--- src/rtl/spike_event_encoder_pkg.sv ---
// Shared types and constants for the spike address-event encoder.
package spike_pkg;

    localparam int N_NEURONS      = 16;
    localparam int ADDR_WIDTH     = $clog2(N_NEURONS);
    localparam int TS_WIDTH       = 16;
    localparam int DEF_FIFO_DEPTH = 8;
    localparam int DEF_DROP_WIDTH = 8;

    typedef struct packed {
        logic [ADDR_WIDTH-1:0] addr;
        logic [TS_WIDTH-1:0]   stamp;
    } spike_event_t;

    // Index of the lowest set bit; returns 0 when no bit is set.
    function automatic logic [ADDR_WIDTH-1:0] lowest_set(input logic [N_NEURONS-1:0] v);
        logic [ADDR_WIDTH-1:0] idx;
        idx = '0;
        for (int i = N_NEURONS - 1; i >= 0; i--) begin
            if (v[i]) idx = ADDR_WIDTH'(i);
        end
        return idx;
    endfunction

endpackage

--- src/rtl/spike_event_encoder_if.sv ---
// Address-event stream from the encoder toward routing/off-chip logic.
interface spike_event_encoder_if;
    import spike_pkg::*;

    logic                  ev_valid;
    logic                  ev_ready;
    logic [ADDR_WIDTH-1:0] ev_addr;
    logic [TS_WIDTH-1:0]   ev_time;

    modport master (output ev_valid, output ev_addr, output ev_time, input ev_ready);
    modport slave  (input ev_valid, input ev_addr, input ev_time, output ev_ready);

endinterface

--- src/rtl/spike_event_encoder_fifo.sv ---
// First-word-fall-through event FIFO; push and pop may coincide, even when full.
module spike_fifo
    import spike_pkg::*;
#(
    parameter int DEPTH = DEF_FIFO_DEPTH
) (
    input  logic                   clk,
    input  logic                   reset_n,
    input  logic                   push,
    input  spike_event_t           push_data,
    input  logic                   pop,
    output spike_event_t           pop_data,
    output logic                   full,
    output logic                   empty,
    output logic [$clog2(DEPTH):0] count
);

    localparam int PW = $clog2(DEPTH);

    spike_event_t  mem [DEPTH];
    logic [PW-1:0] wr_ptr_q, wr_ptr_d;
    logic [PW-1:0] rd_ptr_q, rd_ptr_d;
    logic [PW:0]   count_q, count_d;
    logic          do_push, do_pop;

    assign empty   = (count_q == '0);
    assign full    = (count_q == (PW+1)'(DEPTH));
    assign do_pop  = pop && !empty;
    assign do_push = push && (!full || do_pop);

    // NOTE: every variable gets its default first, so no path leaves it unassigned and no latch is inferred.
    always_comb begin
        wr_ptr_d = wr_ptr_q;
        rd_ptr_d = rd_ptr_q;
        if (do_push) wr_ptr_d = wr_ptr_q + PW'(1);
        if (do_pop)  rd_ptr_d = rd_ptr_q + PW'(1);
        count_d = count_q + (PW+1)'(do_push) - (PW+1)'(do_pop);
    end

    // NOTE: sequential state uses non-blocking assignments so all registers update from pre-edge values.
    always_ff @(posedge clk or negedge reset_n) begin
        if (!reset_n) begin
            wr_ptr_q <= '0;
            rd_ptr_q <= '0;
            count_q  <= '0;
        end else begin
            wr_ptr_q <= wr_ptr_d;
            rd_ptr_q <= rd_ptr_d;
            count_q  <= count_d;
        end
    end

    // NOTE: storage is not reset; the count qualifies every read, and this keeps it a plain RAM.
    always_ff @(posedge clk) begin
        if (do_push) mem[wr_ptr_q] <= push_data;
    end

    assign pop_data = mem[rd_ptr_q];
    assign count    = count_q;

endmodule

--- src/rtl/spike_event_encoder.sv ---
// Rising-edge to address-event encoder with timestamping, lowest-index arbitration and FWFT buffering.
// Optional macro SPIKE_DROP_COUNTER_EN adds a saturating lost-event counter on port drop_count.
module spike_event_encoder
    import spike_pkg::*;
#(
    parameter int FIFO_DEPTH = DEF_FIFO_DEPTH
`ifdef SPIKE_DROP_COUNTER_EN
    ,
    parameter int DROP_WIDTH = DEF_DROP_WIDTH
`endif
) (
    input  logic                  clk,
    input  logic                  reset_n,
    input  logic [N_NEURONS-1:0]  spike_in,
    input  logic [N_NEURONS-1:0]  enable_mask,
    input  logic                  ts_clear,
    spike_event_encoder_if.master ev,
    output logic                  fifo_full
`ifdef SPIKE_DROP_COUNTER_EN
    ,
    output logic [DROP_WIDTH-1:0] drop_count
`endif
);

    logic [TS_WIDTH-1:0]       ts_q, ts_d;
    logic [N_NEURONS-1:0]      prev_q;
    logic [N_NEURONS-1:0]      pending_q, pending_d;
    logic [TS_WIDTH-1:0]       stamp_q [N_NEURONS];
    logic [N_NEURONS-1:0]      rise_w;
    logic [N_NEURONS-1:0]      grant_oh;
    logic [N_NEURONS-1:0]      stamp_load;
    logic                      grant_valid;
    logic [ADDR_WIDTH-1:0]     grant_idx;
    logic                      push, pop;
    logic                      fifo_full_w, fifo_empty;
    logic [$clog2(FIFO_DEPTH):0] fifo_count;
    spike_event_t              push_data, head;

    assign rise_w      = spike_in & ~prev_q & enable_mask;
    assign grant_valid = |pending_q;
    assign grant_idx   = lowest_set(pending_q);
    assign pop         = !fifo_empty && ev.ev_ready;
    assign push        = grant_valid && (!fifo_full_w || pop);
    assign push_data   = '{addr: grant_idx, stamp: stamp_q[grant_idx]};
    assign ts_d        = ts_clear ? '0 : ts_q + TS_WIDTH'(1);

    // A new edge on a neuron whose event leaves this cycle re-arms it; otherwise a pending neuron drops it.
    always_comb begin
        grant_oh = '0;
        if (push) grant_oh[grant_idx] = 1'b1;
        pending_d  = (pending_q & ~grant_oh) | rise_w;
        stamp_load = rise_w & (~pending_q | grant_oh);
    end

    always_ff @(posedge clk or negedge reset_n) begin
        if (!reset_n) begin
            ts_q      <= '0;
            prev_q    <= '0;
            pending_q <= '0;
        end else begin
            ts_q      <= ts_d;
            prev_q    <= spike_in;
            pending_q <= pending_d;
        end
    end

    // Stamps are only ever read behind a set pending bit, so they need no reset.
    always_ff @(posedge clk) begin
        for (int i = 0; i < N_NEURONS; i++) begin
            if (stamp_load[i]) stamp_q[i] <= ts_q;
        end
    end

    spike_fifo #(
        .DEPTH     (FIFO_DEPTH)
    ) u_fifo (
        .clk       (clk),
        .reset_n   (reset_n),
        .push      (push),
        .push_data (push_data),
        .pop       (pop),
        .pop_data  (head),
        .full      (fifo_full_w),
        .empty     (fifo_empty),
        .count     (fifo_count)
    );

    assign fifo_full   = (fifo_count == ($clog2(FIFO_DEPTH)+1)'(FIFO_DEPTH));
    assign ev.ev_valid = !fifo_empty;
    assign ev.ev_addr  = fifo_empty ? '0 : head.addr;
    assign ev.ev_time  = fifo_empty ? '0 : head.stamp;

`ifdef SPIKE_DROP_COUNTER_EN
    localparam int LCW = $clog2(N_NEURONS + 1);

    logic [N_NEURONS-1:0]  lost_w;
    logic [LCW-1:0]        lost_cnt;
    logic [DROP_WIDTH:0]   drop_sum;
    logic [DROP_WIDTH-1:0] drop_q, drop_d;

    assign lost_w = rise_w & pending_q & ~grant_oh;

    always_comb begin
        lost_cnt = '0;
        for (int i = 0; i < N_NEURONS; i++) begin
            lost_cnt = lost_cnt + LCW'(lost_w[i]);
        end
        drop_sum = {1'b0, drop_q} + (DROP_WIDTH+1)'(lost_cnt);
        drop_d   = drop_sum[DROP_WIDTH] ? '1 : drop_sum[DROP_WIDTH-1:0];
    end

    always_ff @(posedge clk or negedge reset_n) begin
        if (!reset_n) drop_q <= '0;
        else          drop_q <= drop_d;
    end

    assign drop_count = drop_q;
`endif

endmodule

--- src/flat_wrapper.sv ---
// flat-port wrapper written by rule: the top's interface ports become plain ports
module spike_event_encoder_flat import spike_pkg::*;
#(
    parameter int FIFO_DEPTH = DEF_FIFO_DEPTH

)
  (clk, reset_n, spike_in, enable_mask, ts_clear, fifo_full, ev_ev_valid, ev_ev_addr, ev_ev_time, ev_ev_ready);
  spike_event_encoder_if ev_i ();
  input  logic clk;
  input  logic reset_n;
  input  logic [N_NEURONS-1:0] spike_in;
  input  logic [N_NEURONS-1:0] enable_mask;
  input  logic ts_clear;
  output logic fifo_full;
  output wire logic [$bits(ev_i.ev_valid)-1:0] ev_ev_valid;
  output wire logic [$bits(ev_i.ev_addr)-1:0] ev_ev_addr;
  output wire logic [$bits(ev_i.ev_time)-1:0] ev_ev_time;
  input wire logic [$bits(ev_i.ev_ready)-1:0] ev_ev_ready;
  assign ev_ev_valid = ev_i.ev_valid;
  assign ev_ev_addr = ev_i.ev_addr;
  assign ev_ev_time = ev_i.ev_time;
  assign ev_i.ev_ready = ev_ev_ready;
  spike_event_encoder #(.FIFO_DEPTH(FIFO_DEPTH)) u_core (.clk(clk), .reset_n(reset_n), .spike_in(spike_in), .enable_mask(enable_mask), .ts_clear(ts_clear), .ev(ev_i), .fifo_full(fifo_full));
endmodule
--- config.mk ---
export PLATFORM = sky130hd
export DESIGN_NAME = spike_event_encoder_flat
export DESIGN_NICKNAME = d
export VERILOG_FILES = /design/src/rtl/spike_event_encoder_pkg.sv /design/src/rtl/spike_event_encoder_if.sv /design/src/rtl/spike_event_encoder_fifo.sv /design/src/rtl/spike_event_encoder.sv /design/src/flat_wrapper.sv
export SDC_FILE = /design/constraint.sdc
export NUM_CORES = 1
export LEC_CHECK = 0
export CORE_ASPECT_RATIO = 0.9
export CORE_UTILIZATION = 50
export CTS_BUF_LIST = sky130_fd_sc_hd__clkbuf_4
export CTS_CLUSTER_SIZE = 25
export DETAILED_ROUTE_END_ITERATION = 7
export GPL_TIMING_DRIVEN = 0
export PLACE_DENSITY = 0.65
export SYNTH_ARGS = -nofsm -noshare
export SYNTH_HDL_FRONTEND = slang
export SYNTH_SLANG_ARGS = --single-unit
--- constraint.sdc ---
create_clock -name clk -period 4.8 [get_ports clk]
set_input_delay 0.96 -clock clk [delete_from_list [all_inputs] [get_ports clk]]
set_output_delay 0.96 -clock clk [all_outputs]
set_load 0.01 [all_outputs]
After elaboration in Yosys (flattened, before gate mapping)
Memory sizes are Yosys's and may differ from the RTL's. Cells that the tools add are included.

Bitwise logic cells: 9. Muxes and demuxes: 56. Add/sub/neg operators: 5. Order comparisons: 2. Reductions and logical operators: 11. Eq/ne operators: 1.

Operators by type and width (count): 4-bit two-way mux (17); 16-bit bitwise AND (4); 16-bit two-way mux (3); 16-bit NOT (3); 1-bit two-way mux (35); 16-bit OR (2); 16-bit by 1-bit adder with 16-bit output (second input constant) (1); 16-bit OR reduction (1); 3-bit by 1-bit adder with 3-bit output (second input constant) (2); 1-bit logical AND (5); 4-bit by 5-bit less-than comparator with 1-bit output (second input constant) (1); 4-bit by 1-bit adder with 4-bit output (1); 1-bit demux with 4-bit select (1); 4-bit == test (second input constant) (1); 4-bit by 1-bit >= comparator with 1-bit output (second input constant) (1); 4-bit logical NOT (1); 4-bit by 1-bit subtractor with 4-bit output (1); 1-bit logical NOT (2); 1-bit logical OR (2).

RAM bits: 416. Input bits: 36. Memories kept: 2. Register bits after elaboration: 58. Output and inout port bits: 22.

Memories: u_core.stamp_q (words 16, bits a word 16, read ports 1, clocked after Yosys merged registers in 0, write ports 16, line spike_event_encoder.sv:28) `logic [TS_WIDTH-1:0] stamp_q [N_NEURONS];`; u_core.u_fifo.mem (words 8, bits a word 20, read ports 1, clocked after Yosys merged registers in 0, write ports 1, line spike_event_encoder_fifo.sv:20) `spike_event_t mem [DEPTH];`.

Logic depth before layout (Yosys ltp)
Gate-level depths: netlist (run 1).

Depth in word-level cells: 25. Gate-level depth with buffers: 12.

Cells and area by module
Synthesis (run 1) repeated with hierarchy kept, for this count alone.

Cell total of the unflattened synthesis: 1066. Area total of the unflattened synthesis: 19129.6 sq um.

By module, submodules not included: spike_event_encoder (cells each 774, area each 12351.8 sq um, instances 1); spike_fifo (cells each 292, area each 6777.8 sq um, instances 1).

Least setup slack after synthesis (run 1)
Ideal clock, no wire load.

Path kind: input-to-reg. From: input port ev_ev_ready. To: memory u_core.u_fifo.mem[2][0] in the netlist's numbering (enable). Buffers on the path: 1. Arrival time: 3.780 ns. Cell stages on the path: 5. Library setup time: 0.455 ns. Path slack: 0.564 ns. Path through: nor2b_1 -> o22a_1 -> inv_1 -> clkbuf_1 -> nor4b_1.

Word-level cells in the longest chain between the ends: 6.

Ends and longest elaborated chain: from (decl) (line flat_wrapper.sv:18) `input wire logic [$bits(ev_i.ev_ready)-1:0] ev_ev_ready;`; 1-bit logical AND * (line spike_event_encoder.sv:42) `assign pop = !fifo_empty && ev.ev_ready;`; 1-bit logical OR or 1-bit logical AND (tied branches) (line spike_event_encoder.sv:43, spike_event_encoder_fifo.sv:28); 1-bit logical AND or 1-bit logical OR (tied branches) (line spike_event_encoder.sv:43, spike_event_encoder_fifo.sv:29); 1-bit logical AND * (line spike_event_encoder_fifo.sv:29) `assign do_push = push && (!full || do_pop);`; 1-bit two-way mux * (line spike_event_encoder_fifo.sv:55) `if (do_push) mem[wr_ptr_q] <= push_data;`; 1-bit two-way mux (not written as such) * (line spike_event_encoder_fifo.sv:55); to (decl) (line spike_event_encoder_fifo.sv:20).

Mark *: on every way between the ends. The rest lies on a longest branch, timed or not.

Final worst setup path (run 1)
From: register u_core.u_fifo.rd_ptr_q[1]. To: output port ev_ev_time[8].

Word-level cells in the longest chain between the ends: 2.

Ends and longest elaborated chain: from (decl) (line spike_event_encoder_fifo.sv:22) `logic [PW-1:0] rd_ptr_q, rd_ptr_d;`; from (signal assigned) (line spike_event_encoder_fifo.sv:48) `rd_ptr_q <= rd_ptr_d;`; memory read 8 x 20 bit; 16-bit two-way mux (line spike_event_encoder.sv:91) `assign ev.ev_time = fifo_empty ? '0 : head.stamp;`; to (decl) (line flat_wrapper.sv:17) `output wire logic [$bits(ev_i.ev_time)-1:0] ev_ev_time;`.

No other way between the ends.

==> flow_results.org, run 1 <==
** Detailed routing
- In the routed design, unresolved DRC markers number 0.
- After the first detailed-routing iteration, the DRC count stood at 908.
- Vias after detailed routing :: 10.5k
- The detail route stage leaves a number of antenna-violating nets equal to 0.
- Via density per instance :: 5.77
- WL final :: 41.0 mm
- Dividing the detail-routed wire length by the instance count gives 22.6 um.
- Before antenna repair, the detailed router went through 5 iterations.

** Synth
- Mapped cell area :: 0.0185 mm^2
- Most repeated cell in the gate-level netlist after synthesis :: edfxtp_1
- Xor and xnor area share after synthesis :: 0.711%
- Area fraction in compound gates after synthesis :: 5.11%
- In this run the mean area of a mapped cell was 17.6 um^2.
- Net count after synthesis :: 1096
- After synthesis, the netlist uses 51 different library cells.
- Synthesis warning total :: 0
- Post-synthesis share of cell area spent on and, or, nand and nor gates :: 5.87%
- Fraction of synthesized area in multiplexers :: 10.5%
- Number of synthesized flops with an enable pin :: 416
- Dominant combinational cell family by area after synthesis :: multiplexers
- Of the post-synthesis cell area, the dominant cell type holds 67.6%.
- Portion of the post-synthesis area used by sequential elements :: 75.5%
- Yosys top cell by area :: edfxtp_1
- Area contributors post-synth :: edfxtp_1 68%, dfrtp_1 7.9%, mux4_2 4.9%, mux2i_1 4.6%, nand3_1 1.1%
- Summing the areas of all fa, ha and maj instances in the mapped netlist gives 0.718% of the synthesized area.
- Most numerous cell types in the synthesized netlist :: 416 x edfxtp_1, 84 x mux2i_1, 58 x dfrtp_1
- Flip-flop cell with the highest count after synthesis :: edfxtp_1
- Number of cells produced by synthesis :: 1050
- Synthesis inferred 474 register bits.
- FFs w/ async S/R, synth :: 12.2%

** Timing
- Worst slew margin :: 33.5%
- On the final layout, the worst hold slack is 223 ps.
- Setup slack closes at 579 ps.
- The final number of max-transition violations is 0.
- The final critical path takes up 87.9% of the cycle.
- For the pin with the worst max-slew slack, the measured transition is 993 ps.
- Between clock sinks in the finished design, the worst skew comes to 60.7 ps.
- RSZ-0062 raised after global routing :: false
- Max Freq :: 0.237 GHz
- The total count of hold-check failures in the final report is 0.
- Endpoints failing setup :: 0
- Minimum clock period :: 4220 ps

** Die
- Die ar. :: 0.0377 mm^2
- The initial utilization of the core area, before any placement, comes to 50.9%.
- Area of the placeable core :: 0.0363 mm^2
- The floorplan has 66 rows.
- In this run the vertical extent of the chip is 184 um.
- 58 I/O pins were placed.
- Chip width :: 205 um

** Global routing
- For this run the aggregate overflow at the end of global routing stands at 0.
- Largest net degree at the start of global routing :: 59
- Initial antenna violation count :: 2
- The first global-routing pass estimated 62.3 mm of wire.
- Overall Global Routing Usage :: 22.7%
- The number of global-route vias before repair came to 10.7k.

** Clock network
- Number of buffers inserted for hold repair after clock tree synthesis :: 0
- Number of buffers inserted during clock tree synthesis :: 113
- CTS placed an instance of clkbuf_4 at the clock tree root.
- Post-CTS setup buffer count :: 0
- After clock tree synthesis, the clock-pin slew on the worst setup and hold paths is 70 ps.
- TritonCTS built the clock tree.
- The tree built by TritonCTS fans out to 474 sinks.
- H-tree depth :: 3
- The later pin in the worst-skew pair is clocked with a latency of 820 ps.
- Gates resized during post-CTS repair numbered 0.
- The clock passes through at most 3 buffers.

** Finish
- Summing all multi-input logic gate instances after layout gives 0.00432 mm^2.
- The sequential cells in the finished layout cover a total of 0.0139 mm^2.
- Final Net Count :: 1300
- Number of fillers in the final layout :: 2737
- Final core area utilization :: 59.4%
- Fraction of layout cells with a size suffix above 1 :: 23.6%
- Layout overhead on the synthesized area :: 16.6%

** Critical path
- Endpoint kind of the worst setup timing path :: primary output
- Data on the critical path arrives at its endpoint at 3260 ps.
- The slowest stage of the critical path belongs to the cell clkbuf_1.
- Worst path required time :: 3840 ps
- Cell type with the highest occurrence count on the critical path :: clkbuf_1
- The endpoint identified for the worst register-to-register timing path is u_core.u_fifo.mem[6][9]$_DFFE_PP_.
- The number of cells on the worst reg-to-reg path is 8.
- Worst Setup Path Type :: register to primary output
- Top fanout value on the critical path :: 10
- In this run the critical register-to-register path is launched from u_core.pending_q[9]$_DFF_PN0_.
- Maximum single-stage delay on the critical path :: 690 ps
- Cells along the critical path :: clkbuf_1 > clkbuf_1 > mux4_2 > mux2i_1 > nor2_1 > clkdlybuf4s50_1
- Worst R2R Setup Slack :: 910 ps
- Kind of launch point of the worst setup path :: register

** Placed design
- Timing analysis after detailed placement gives a worst setup slack of 590 ps.
- Detailed Place HPWL :: 26.8 mm
- During placement, the flow inserted port buffers numbering 57.
- The congestion estimate from routability-driven global placement came to 0.794.

** Power and ir drop
- For this design the static power due to leakage is 7.49 nW.
- Part of the total power dissipated in sequential elements :: 43.4%
- Across the VDD grid, the largest voltage drop is 0.291 mV.
- Net load switching power :: 4.36 mW
- Net switching is 32.4% of the power.
- Of the total power, combinational logic draws 33.2%.
- Pwr Density :: 625 mW/mm^2
- The share of total power dissipated in the clock network is 23.4%.
- Internal portion of total power :: 9.10 mW

** Min path
- The min-delay analysis places its worst path in the category primary input to async pin.

** Run status
- The flow ran to the end, and the final reports show no timing, DRC or antenna violations.

** Flow run
- Max-cap violation count :: 0
==> cells in the final DEF (no fill, tap or decap), drive strengths merged, types with 27 or more instances in the layout <==
| cell | instances |
|---|---|
| mux4 | 40 |
| edfxtp | 416 |
| clkbuf | 183 |
| o22ai | 32 |
| nand2 | 39 |
| dfrtp | 58 |
| mux2i | 84 |
| clkinv | 27 |
| buf | 62 |
| clkdlybuf4s50 | 56 |
| nand3 | 41 |
| nor2 | 47 |
==> worst max path at each step <==
stage               slack (ps)                                   from  depth (start not counted)                           endpoint
floorplan                  560                            ev_ev_ready                          5  u_core.u_fifo.mem[2][0]$_DFFE_PP_
global placement         -2280                            ev_ev_ready                          6  u_core.u_fifo.mem[1][8]$_DFFE_PP_
detailed placement         590                            ev_ev_ready                          9  u_core.u_fifo.mem[2][8]$_DFFE_PP_
CTS                         90  u_core.u_fifo.rd_ptr_q[0]$_DFFE_PN0P_                          6                      ev_ev_time[8]
global route               290  u_core.u_fifo.rd_ptr_q[0]$_DFFE_PN0P_                          6                      ev_ev_time[8]
finish                     580  u_core.u_fifo.rd_ptr_q[1]$_DFFE_PN0P_                          6                      ev_ev_time[8]
==> worst max-delay path: cells and delay by family (launching register included) <==
kind                   cells  cell delay [ps]
multiplexers               2              650
AND/OR/NAND/NOR            1              100
buffers and inverters      3             1380
flip-flops                 1              350
==> layout make-up <==
type	instances	share of cell area, %
Tap cell	476	2.77
Antenna cell	3	0.0349
Clock inverter	31	0.831
Inverter	16	0.279
Clock buffer	162	5.65
Buffer	50	1.14
Timing Repair Buffer	89	4.50
Sequential cell	474	64.7
Multi-Input combinational cell	510	20.1
==> per-stage QoR <==
step | cells | instance area, um^2 | TNS, ps | total power, mW
3_3_place_gp | 1583 | 19600 | -195260 | 10.2
2_1_floorplan | 1050 | 18500 | 0 | 8.60
3_5_place_dp | 1615 | 20100 | 0 | 10.4
5_1_grt | 1811 | 21500 | 0 | 14.2
6_report | 1811 | 21500 | 0 | 13.5
4_1_cts | 1808 | 21500 | 0 | 13.6
==> flip-flops by register name, indices dropped and copies added, names as in the netlist <==
register                count
u_core.u_fifo.mem         160
u_core.ts_q                16
u_core.u_fifo.rd_ptr_q      3
u_core.prev_q              16
u_core.stamp_q            256
u_core.u_fifo.wr_ptr_q      3
u_core.pending_q           16
u_core.u_fifo.count         4
==> power groups by stage <==
stage          sequential, mW  combinational (mW)  clock (mW)
2_1_floorplan            5.85                2.74           0
3_3_place_gp             5.93                4.25           0
3_5_place_dp             5.92                4.51           0
4_1_cts                  5.84                4.52        3.23
5_1_grt                  5.89                4.84        3.44
6_report                 5.84                4.47        3.15
==> logic make-up (layout without fill, tap and decap cells) <==
logic type / after synthesis / in the layout
adders and majority gates: 10 / 10
buffers and inverters: 66 / 348
AOI/OAI and AO/OA: 139 / 139
and+or+nand+nor: 205 / 205
other: 0 / 3
DFF: 474 / 474
muxes: 141 / 141
xor gates and xnor gates: 15 / 15
==> layer usage <==
metal  wire length (um)  GRT usage, %
met4                845          7.91
met5                  0             0
met2              19300          35.2
met1              18000          32.0
met3               2770          4.76
No activity file was read; power rests on OpenSTA's default activity.
==> inputs of run 2 (changes only) <==
--- a/config.mk
+++ b/config.mk
@@ -12,6 +12,8 @@
 export DETAILED_ROUTE_END_ITERATION = 7
 export GPL_TIMING_DRIVEN = 0
 export PLACE_DENSITY = 0.65
+export REMOVE_ABC_BUFFERS = 1
 export SYNTH_ARGS = -nofsm -noshare
 export SYNTH_HDL_FRONTEND = slang
+export SYNTH_HIERARCHICAL = 1
 export SYNTH_SLANG_ARGS = --single-unit
==> flow_results.org, run 2 <==
** Die
- Initial core utilization :: 51.1% (+0.11 points)
- Die height :: 188 um (+1.8%)
- The area of the die was 0.0390 mm^2 (+3.5%).
- Cell row count :: 67 (+1.5%)
- Area of the placeable core :: 0.0375 mm^2 (+3.4%)
- Number of top-level pins :: 58 (unchanged)
- Chip width :: 208 um (+1.8%)

** Timing
- The minimum setup slack in the final design is 418 ps (-160 ps).
- Worst slew pin tran :: 1180 ps (+186 ps)
- Minimum clock period :: 4380 ps (+160 ps)
- Post-route clock skew :: 54.4 ps (-6.34 ps)
- The count of final setup violators was 0 (unchanged).
- The maximum clock rate was 0.228 GHz (-3.7%).
- The final number of max-transition violations was 0 (unchanged).
- Worst slew margin :: 21.4% (-12 points)
- Setup repair after global routing left no endpoint under its margin.
- The setup total negative slack was 0 ps (unchanged).
- The final worst-path cycle share is 91.3% (+3.3 points).
- Number of hold-slack violations in the final timing report :: 0 (unchanged)

** Critical path
- The critical path data required time came to 5120 ps (+1280 ps).
- The largest driver fanout on the critical path came to 67 (+57).
- Worst Path Buf+Inv :: 0 (-3)
- The signal on the critical path passes through nor3_1 > nor2b_2 > a21o_4 > mux2_2 > a222oi_1 > nand4_1.
- Kind of launch point of the worst setup path :: register
- The number of stages on the worst setup path came to 6 (unchanged).
- Endpoint kind of the worst setup timing path :: register
- The setup path with the least slack is of type register to register.
- The largest stage delay on the critical path was 800 ps (+110 ps).
- Cell type group with the largest total delay on the critical path :: compound AO/OA/AOI/OAI gates
- Data arrival time at the worst-slack endpoint :: 4710 ps (+1450 ps)
- The number of cells on the worst reg-to-reg path is 6 (-2).
- Worst-path cell with the longest stage delay :: a21o_4

** Finish
- Registers with the highest flip-flop counts :: u_core/stamp_q: 256 flops, u_core/u_fifo/mem: 160 flops
- Leaving out fill and tap cells, the most frequent cell in the layout is edfxtp_1.
- The final-stage net count came to 1282 (-1.4%).
- Fraction of layout cells with a size suffix above 1 :: 26.8% (+3.2 points)
- Layout overhead on the synthesized area :: 16.0%
- Top reg by flops :: u_core/stamp_q
- Commonest non-fill, non-tap cells in the layout :: 416 x edfxtp_1, 175 x clkbuf_4, 85 x mux2_2
- Flip-flop count of the largest register after layout :: 256 (unchanged)
- Number of fillers in the final layout :: 2863 (+4.6%)

** Synth
- In the synthesized netlist, the cells that appear most often are 416 x edfxtp_1, 85 x mux2_2, 58 x dfrtp_1.
- Yosys top cell by area :: edfxtp_1
- Flip-flop and latch count after synthesis :: 474 (unchanged)
- Flip-flop cell with the highest count after synthesis :: edfxtp_1
- The number of synthesis warnings came to 6 (+6).
- The fraction of registers with async set or reset after synthesis is 12.2% (unchanged).
- Portion of the post-synthesis area used by sequential elements :: 72.9% (-2.6 points)
- Area contributors post-synth :: edfxtp_1 65%, dfrtp_1 7.6%, mux4_1 5.2%, mux2_2 5.0%, mux2i_1 2.6%
- The synthesized area divided by synthesized cell count was 17.9 um^2 (+2.0%).
- Share of the synthesized area in the top cell type :: 65.3% (-2.3 points)
- Mapped cell area :: 0.0191 mm^2 (+3.6%)
- Synth cell types :: 57 (+12%)
- The number of flops mapped to enable cells by yosys came to 416 (unchanged).
- Most repeated cell in the gate-level netlist after synthesis :: edfxtp_1
- Number of cells produced by synthesis :: 1066 (+1.5%)

** Power and ir drop
- Leakage power figure :: 7.80 nW (+4.2%)
- Worst-case vdd ir drop :: 0.440 mV (+51%)
- The total power per unit cell area came to 640 mW/mm^2 (+2.5%).

** Detailed routing
- The count of unresolved DRC violations after routing came to 0 (unchanged).
- The wire length reported by the detailed router is 38.6 mm (-5.8%).
- Vias after detailed routing :: 10.3k (-1.8%)
- The violation count after the first detailed-routing iteration came to 702 (-23%).
- The number of antenna-violating nets in the routed design was 0 (unchanged).
- The iteration count of the initial detailed-routing pass is 5 (unchanged).
- The final routed wire length divided by cell count is 21.3 um (-5.7%).
- The number of vias per cell after detailed routing is 5.67 (-1.7%).

** Global routing
- The layer flagged by global routing as most heavily used is met2.
- Met1 demand-to-capacity share in global routing :: 27.8% (-4.2 points)
- First-pass GRT wire length :: 59.8 mm (-4.0%)
- The number of global-route vias before repair was 10.4k (-2.8%).
- The met3 usage in global routing was 4.30% (-0.45 points).
- Initial antenna violation count :: 1 (-1)
- Overall Global Routing Usage :: 20.4% (-2.3 points)
- The maximum number of pins on one net before global-route repair is 68 (+15%).
- The total overflow reported by the global router was 0 (unchanged).
- The met2 track demand over resource was 32.8% (-2.4 points).

** Clock network
- The count of instances resized after the clock tree is built came to 0 (unchanged).
- Clk sink count :: 474 (unchanged)
- The number of hold buffers added after cts is 0 (unchanged).
- The TritonCTS buffer count was 114 (+0.88%).
- Clock slew at the register clock pins of the worst setup and hold paths :: 60 ps (about the same)
- The worst-skew pair later-pin latency was 760 ps (-60 ps).
- H-tree depth :: 3 (unchanged)
- The buffers inserted during post-CTS setup optimization is 0 (unchanged).
- Root Buffer Master :: clkbuf_4
- TritonCTS built the clock tree.
- The number of buffers on the longest clock path is 3 (unchanged).

** Placed design
- The number of buffers inserted by port buffering was 57 (unchanged).
- The weighted congestion at the end of routability-driven global placement is 0.816 (+2.8%).
- Dpl ws :: 320 ps (-270 ps)
- The total half-perimeter wirelength after legalization and detailed placement was 24.7 mm (-7.6%).

** Flow run
- The max-capacitance violation count was 0 (unchanged).

** Run status
- The run finished with clean final reports.

** Min path
- Class of the most critical hold timing path :: primary input to async pin
## run 2: worst register-to-register path, cell delays in order, from the launching register on
cell      delay (ps)
dfrtp_1          450
nor3_1           210
nor2b_2          770
a21o_4           800
mux2_2           460
a222oi_1         740
nand4_1          530
## run 2: final timing paths
check / slack, ps / endpoint / startpoint
setup / recovery: 420 / u_core/u_fifo/mem[6][14]$_DFFE_PP_ / u_core/pending_q[9]$_DFF_PN0_
hold / removal: 260 / u_core/ts_q[4]$_DFF_PN0_ / reset_n
setup reg to reg: 420 / u_core/u_fifo/mem[6][14]$_DFFE_PP_ / u_core/pending_q[9]$_DFF_PN0_
hold reg to reg: 480 / u_core/pending_q[3]$_DFF_PN0_ / u_core/prev_q[3]$_DFF_PN0_
max in group asynchronous: 3930 / u_core/u_fifo/rd_ptr_q[1]$_DFFE_PN0N_ / reset_n
min in group clk: 480 / u_core/pending_q[3]$_DFF_PN0_ / u_core/prev_q[3]$_DFF_PN0_
## run 2: stage by stage
| stage | hold slack [ps] | instances | util (%) | cell area (um^2) | total power, mW |
|---|---|---|---|---|---|
| after floorplan | 436 | 1021 | - | 18900 | 9.18 |
| after global placement | 445 | 1561 | 53.5 | 20000 | 10.9 |
| after detailed placement | 477 | 1604 | 55.4 | 20800 | 11.2 |
| after CTS | 256 | 1808 | 59.2 | 22200 | 14.4 |
| after global routing | 279 | 1809 | 59.2 | 22200 | 15.0 |
| final | 261 | 1809 | 59.2 | 22200 | 14.2 |
## run 2: cell families after synthesis
group                      Yosys count  synth area share, %
muxes                              175                 13.1
DFF                                474                 72.9
xor gates and xnor gates            16                0.733
adders and majority gates            9                0.628
AOI/OAI and AO/OA                  125                 5.27
buffers and inverters               71                 1.86
and+or+nand+nor                    196                 5.52
## run 2: metal layers
metal  wire (um)  vias up
li1            -     4714
met4         640        0
met5           0        -
met1       17300     5186
met3        2000       60
met2       18700      303
## run 2: final cells by class
type	count	area, um^2	area share [%]
multi-input combinational	521	4960	22.3
timing repair buffer	100	1150	5.18
antenna	1	2.50	0.0113
clock inverter	29	111	0.502
sequential	474	13900	62.9
clock buffer	175	1310	5.92
inverter	26	100	0.451
tap	483	604	2.72
## run 2: where the power goes
part,internal (mW),switching [mW],total [mW],leakage (nW)
combinational,2.25,2.68,4.94,2.39
clock,1.65,1.50,3.15,0.863
sequential,5.74,0.384,6.12,4.55
==> inputs of run 3 (changes only) <==
==> constraint.sdc (replaced) <==
create_clock -name clk -period 4.8 [get_ports clk]
set_input_delay 0.96 -clock clk [delete_from_list [all_inputs] [get_ports clk]]
set_output_delay 0.96 -clock clk [all_outputs]
set_load 0.1 [all_outputs]
==> flow_results.org, run 3 (same netlist as run 2, synthesis figures left out) <==
** Run status
- The flow ran to the end, and the final reports show no timing, DRC or antenna violations.

** Global routing
- The number of global-route vias before repair was 10.4k (unchanged).
- Overall Global Routing Usage :: 20.4% (unchanged)
- Busiest metal layer after global routing :: met2
- The first-pass GRT wire length is 59.8 mm (unchanged).
- The maximum number of pins on one net before global-route repair is 68 (unchanged).
- Remaining Overflow, GRT :: 0 (unchanged)
- The met2 track demand over resource is 32.8% (unchanged).
- Initial antenna violation count :: 1 (unchanged)
- Met1 demand-to-capacity share in global routing :: 27.8% (unchanged)
- The met3 usage in global routing was 4.30% (unchanged).

** Placed design
- The weighted congestion at the end of routability-driven global placement came to 0.816 (unchanged).
- The minimum setup slack after placement came to 320 ps (unchanged).
- The number of placed instances, taps included came to 1604 (unchanged).
- The number of buffers inserted by port buffering is 57 (unchanged).
- The total half-perimeter wirelength after legalization and detailed placement came to 24.7 mm (unchanged).

** Detailed routing
- Number of nets with antenna violations after routing :: 0 (unchanged)
- The iteration count of the initial detailed-routing pass was 6 (+1).
- Routed length per placed instance :: 21.3 um (about the same)
- The violation count after the first detailed-routing iteration is 698 (-0.57%).
- The count of unresolved DRC violations after routing is 0 (unchanged).
- The wire length reported by the detailed router was 38.6 mm (about the same).
- Vias after detailed routing :: 10.3k (-0.088%)
- The number of vias per cell after detailed routing was 5.67 (about the same).

** Clock network
- The number of hold buffers added after cts is 0 (unchanged).
- Post-CTS setup buffer count :: 0 (unchanged)
- H-tree depth :: 3 (unchanged)
- Clock slew at the register clock pins of the worst setup and hold paths :: 60 ps (about the same)
- Max Root-Sink Buffers :: 3 (unchanged)
- Clk sink count :: 474 (unchanged)
- The worst-skew pair later-pin latency was 770 ps (about the same).
- TritonCTS built the clock tree.
- The TritonCTS buffer count is 114 (unchanged).
- Root Buffer Master :: clkbuf_4

** Finish
- The filler-free cell count of the finished design is 1809 (unchanged).
- The area added between synthesis and finish is 16.0% (about the same).
- Commonest non-fill, non-tap cell in the layout :: edfxtp_1
- The library cells used most frequently in the layout, excluding fill and tap cells, are 416 x edfxtp_1, 175 x clkbuf_4, 85 x mux2_2.
- Flip-flop count of the largest register after layout :: 256 (unchanged)
- Fraction of layout cells with a size suffix above 1 :: 26.8% (unchanged)
- Counting flops per register, the top entry is u_core/stamp_q.
- The filler cell count in the final layout was 2862 (-0.035%).
- Final Net Count :: 1282 (unchanged)
- The largest registers in the layout are u_core/stamp_q: 256 flops, u_core/u_fifo/mem: 160 flops.
- The utilization after layout was 59.2% (about the same).

** Power and ir drop
- Leakage power figure :: 7.84 nW (+0.51%)
- Pwr Density :: 702 mW/mm^2 (+9.7%)
- Total Power :: 15.6 mW (+9.7%)
- Worst-case vdd ir drop :: 0.521 mV (+19%)

** Die
- Area of the placeable core :: 0.0375 mm^2 (unchanged)
- Chip width :: 208 um (unchanged)
- Number of top-level pins :: 58 (unchanged)
- Die ar. :: 0.0390 mm^2 (unchanged)
- Cell row count :: 67 (unchanged)
- Die height :: 188 um (unchanged)
- Initial core utilization :: 51.1% (unchanged)

** Critical path
- STA classifies the critical path startpoint as a register.
- In this run the critical register-to-register path is launched from u_core/pending_q[9]$_DFF_PN0_.
- Reg-to-reg critical path endpoint :: u_core/u_fifo/mem[6][14]$_DFFE_PP_
- Data arrival time at the worst-slack endpoint :: 3680 ps (-1030 ps)
- Length in cells of the worst reg-to-reg path :: 6 (unchanged)
- Endpoint kind of the worst setup timing path :: primary output
- Worst path required time :: 3840 ps (-1280 ps)
- The worst setup slack for register-to-register paths is 420 ps (about the same).
- The critical path is of the register to primary output type.
- Top fanout value on the critical path :: 24 (-64%)

** Timing
- Post-route clock skew :: 54.4 ps (+0.0837 ps)
- The total count of hold-check failures in the final report was 0 (unchanged).
- Minimum clock period :: 4640 ps (+254 ps)
- The count of final setup violators came to 0 (unchanged).
- Setup repair after global routing left no endpoint under its margin.
- The maximum clock rate is 0.216 GHz (-5.5%).
- The minimum setup slack in the final design was 164 ps (-254 ps).
- The normalized max-slew margin came to 21.5% (+0.19 points).
- The worst-margin pin slew came to 1180 ps (-2.81 ps).
- The final worst-path cycle share was 96.6% (+5.3 points).
- The final number of max-transition violations came to 0 (unchanged).
- The final hold slack was 259 ps (-2.37 ps).

** Flow run
- Max-cap violation count :: 0 (unchanged)

** Min path
- Class of the most critical hold timing path :: primary input to async pin
## run 3: cell count changes in the layout (fill, tap and decap cells not counted), sizes merged
cell and change:
dlymetal6s2s +4, clkdlybuf4s50 -4
## run 3: worst max-delay path by stage
stage | start | end | slack [ps] | depth (start not counted)
floorplan | ev_ev_ready | u_core/u_fifo/mem[4][0]$_DFFE_PP_ | 210 | 5
global placement | ev_ev_ready | u_core/u_fifo/mem[4][15]$_DFFE_PP_ | -2610 | 6
detailed placement | ev_ev_ready | u_core/u_fifo/mem[4][15]$_DFFE_PP_ | 320 | 8
CTS | u_core/u_fifo/rd_ptr_q[1]$_DFFE_PN0N_ | ev_ev_addr[1] | 50 | 5
global route | u_core/u_fifo/rd_ptr_q[1]$_DFFE_PN0N_ | ev_ev_addr[3] | 2 | 5
finish | u_core/u_fifo/rd_ptr_q[1]$_DFFE_PN0N_ | ev_ev_addr[0] | 160 | 5
## run 3: layout make-up
class | instances | area, um^2 | share of cell area [%]
Multi-Input combinational cell | 521 | 4960 | 22.3
Tap cell | 483 | 604 | 2.72
Antenna cell | 1 | 2.50 | 0.0113
Inverter | 26 | 100 | 0.451
Timing Repair Buffer | 100 | 1160 | 5.22
Clock buffer | 175 | 1310 | 5.92
Sequential cell | 474 | 13900 | 62.8
Clock inverter | 29 | 111 | 0.502
## run 3: metal layers
layer	routed length, um	share of wire [%]
met1	17300	45
met2	18700	48
met3	2000	5.2
met4	644	1.7
met5	0	0
## run 3: critical path: stages, from the launching register on
cell and delay (ps):
dfrtp_2 700, buf_12 270, mux4_1 600, mux2_2 270
nor2b_1 130, clkdlybuf4s50_1 960
## run 3: timing repair
action,in CTS,in global routing
gates resized for setup,0,4
setup endpoints to repair,0,4
hold endpoints to repair,0,0
## run 3: stage by stage
step / instance area [um^2] / TNS, ps
finish: 22200 / 0
global route: 22200 / 0
CTS: 22200 / 0
detailed placement: 20800 / 0
global placement: 20000 / -632730
floorplan: 18900 / 0
## run 3: power breakdown
group | switching, mW | internal [mW] | total (mW)
registers | 0.384 | 5.74 | 6.12
logic | 4.07 | 2.24 | 6.32
clock network | 1.50 | 1.65 | 3.15
total | 5.96 | 9.63 | 15.6
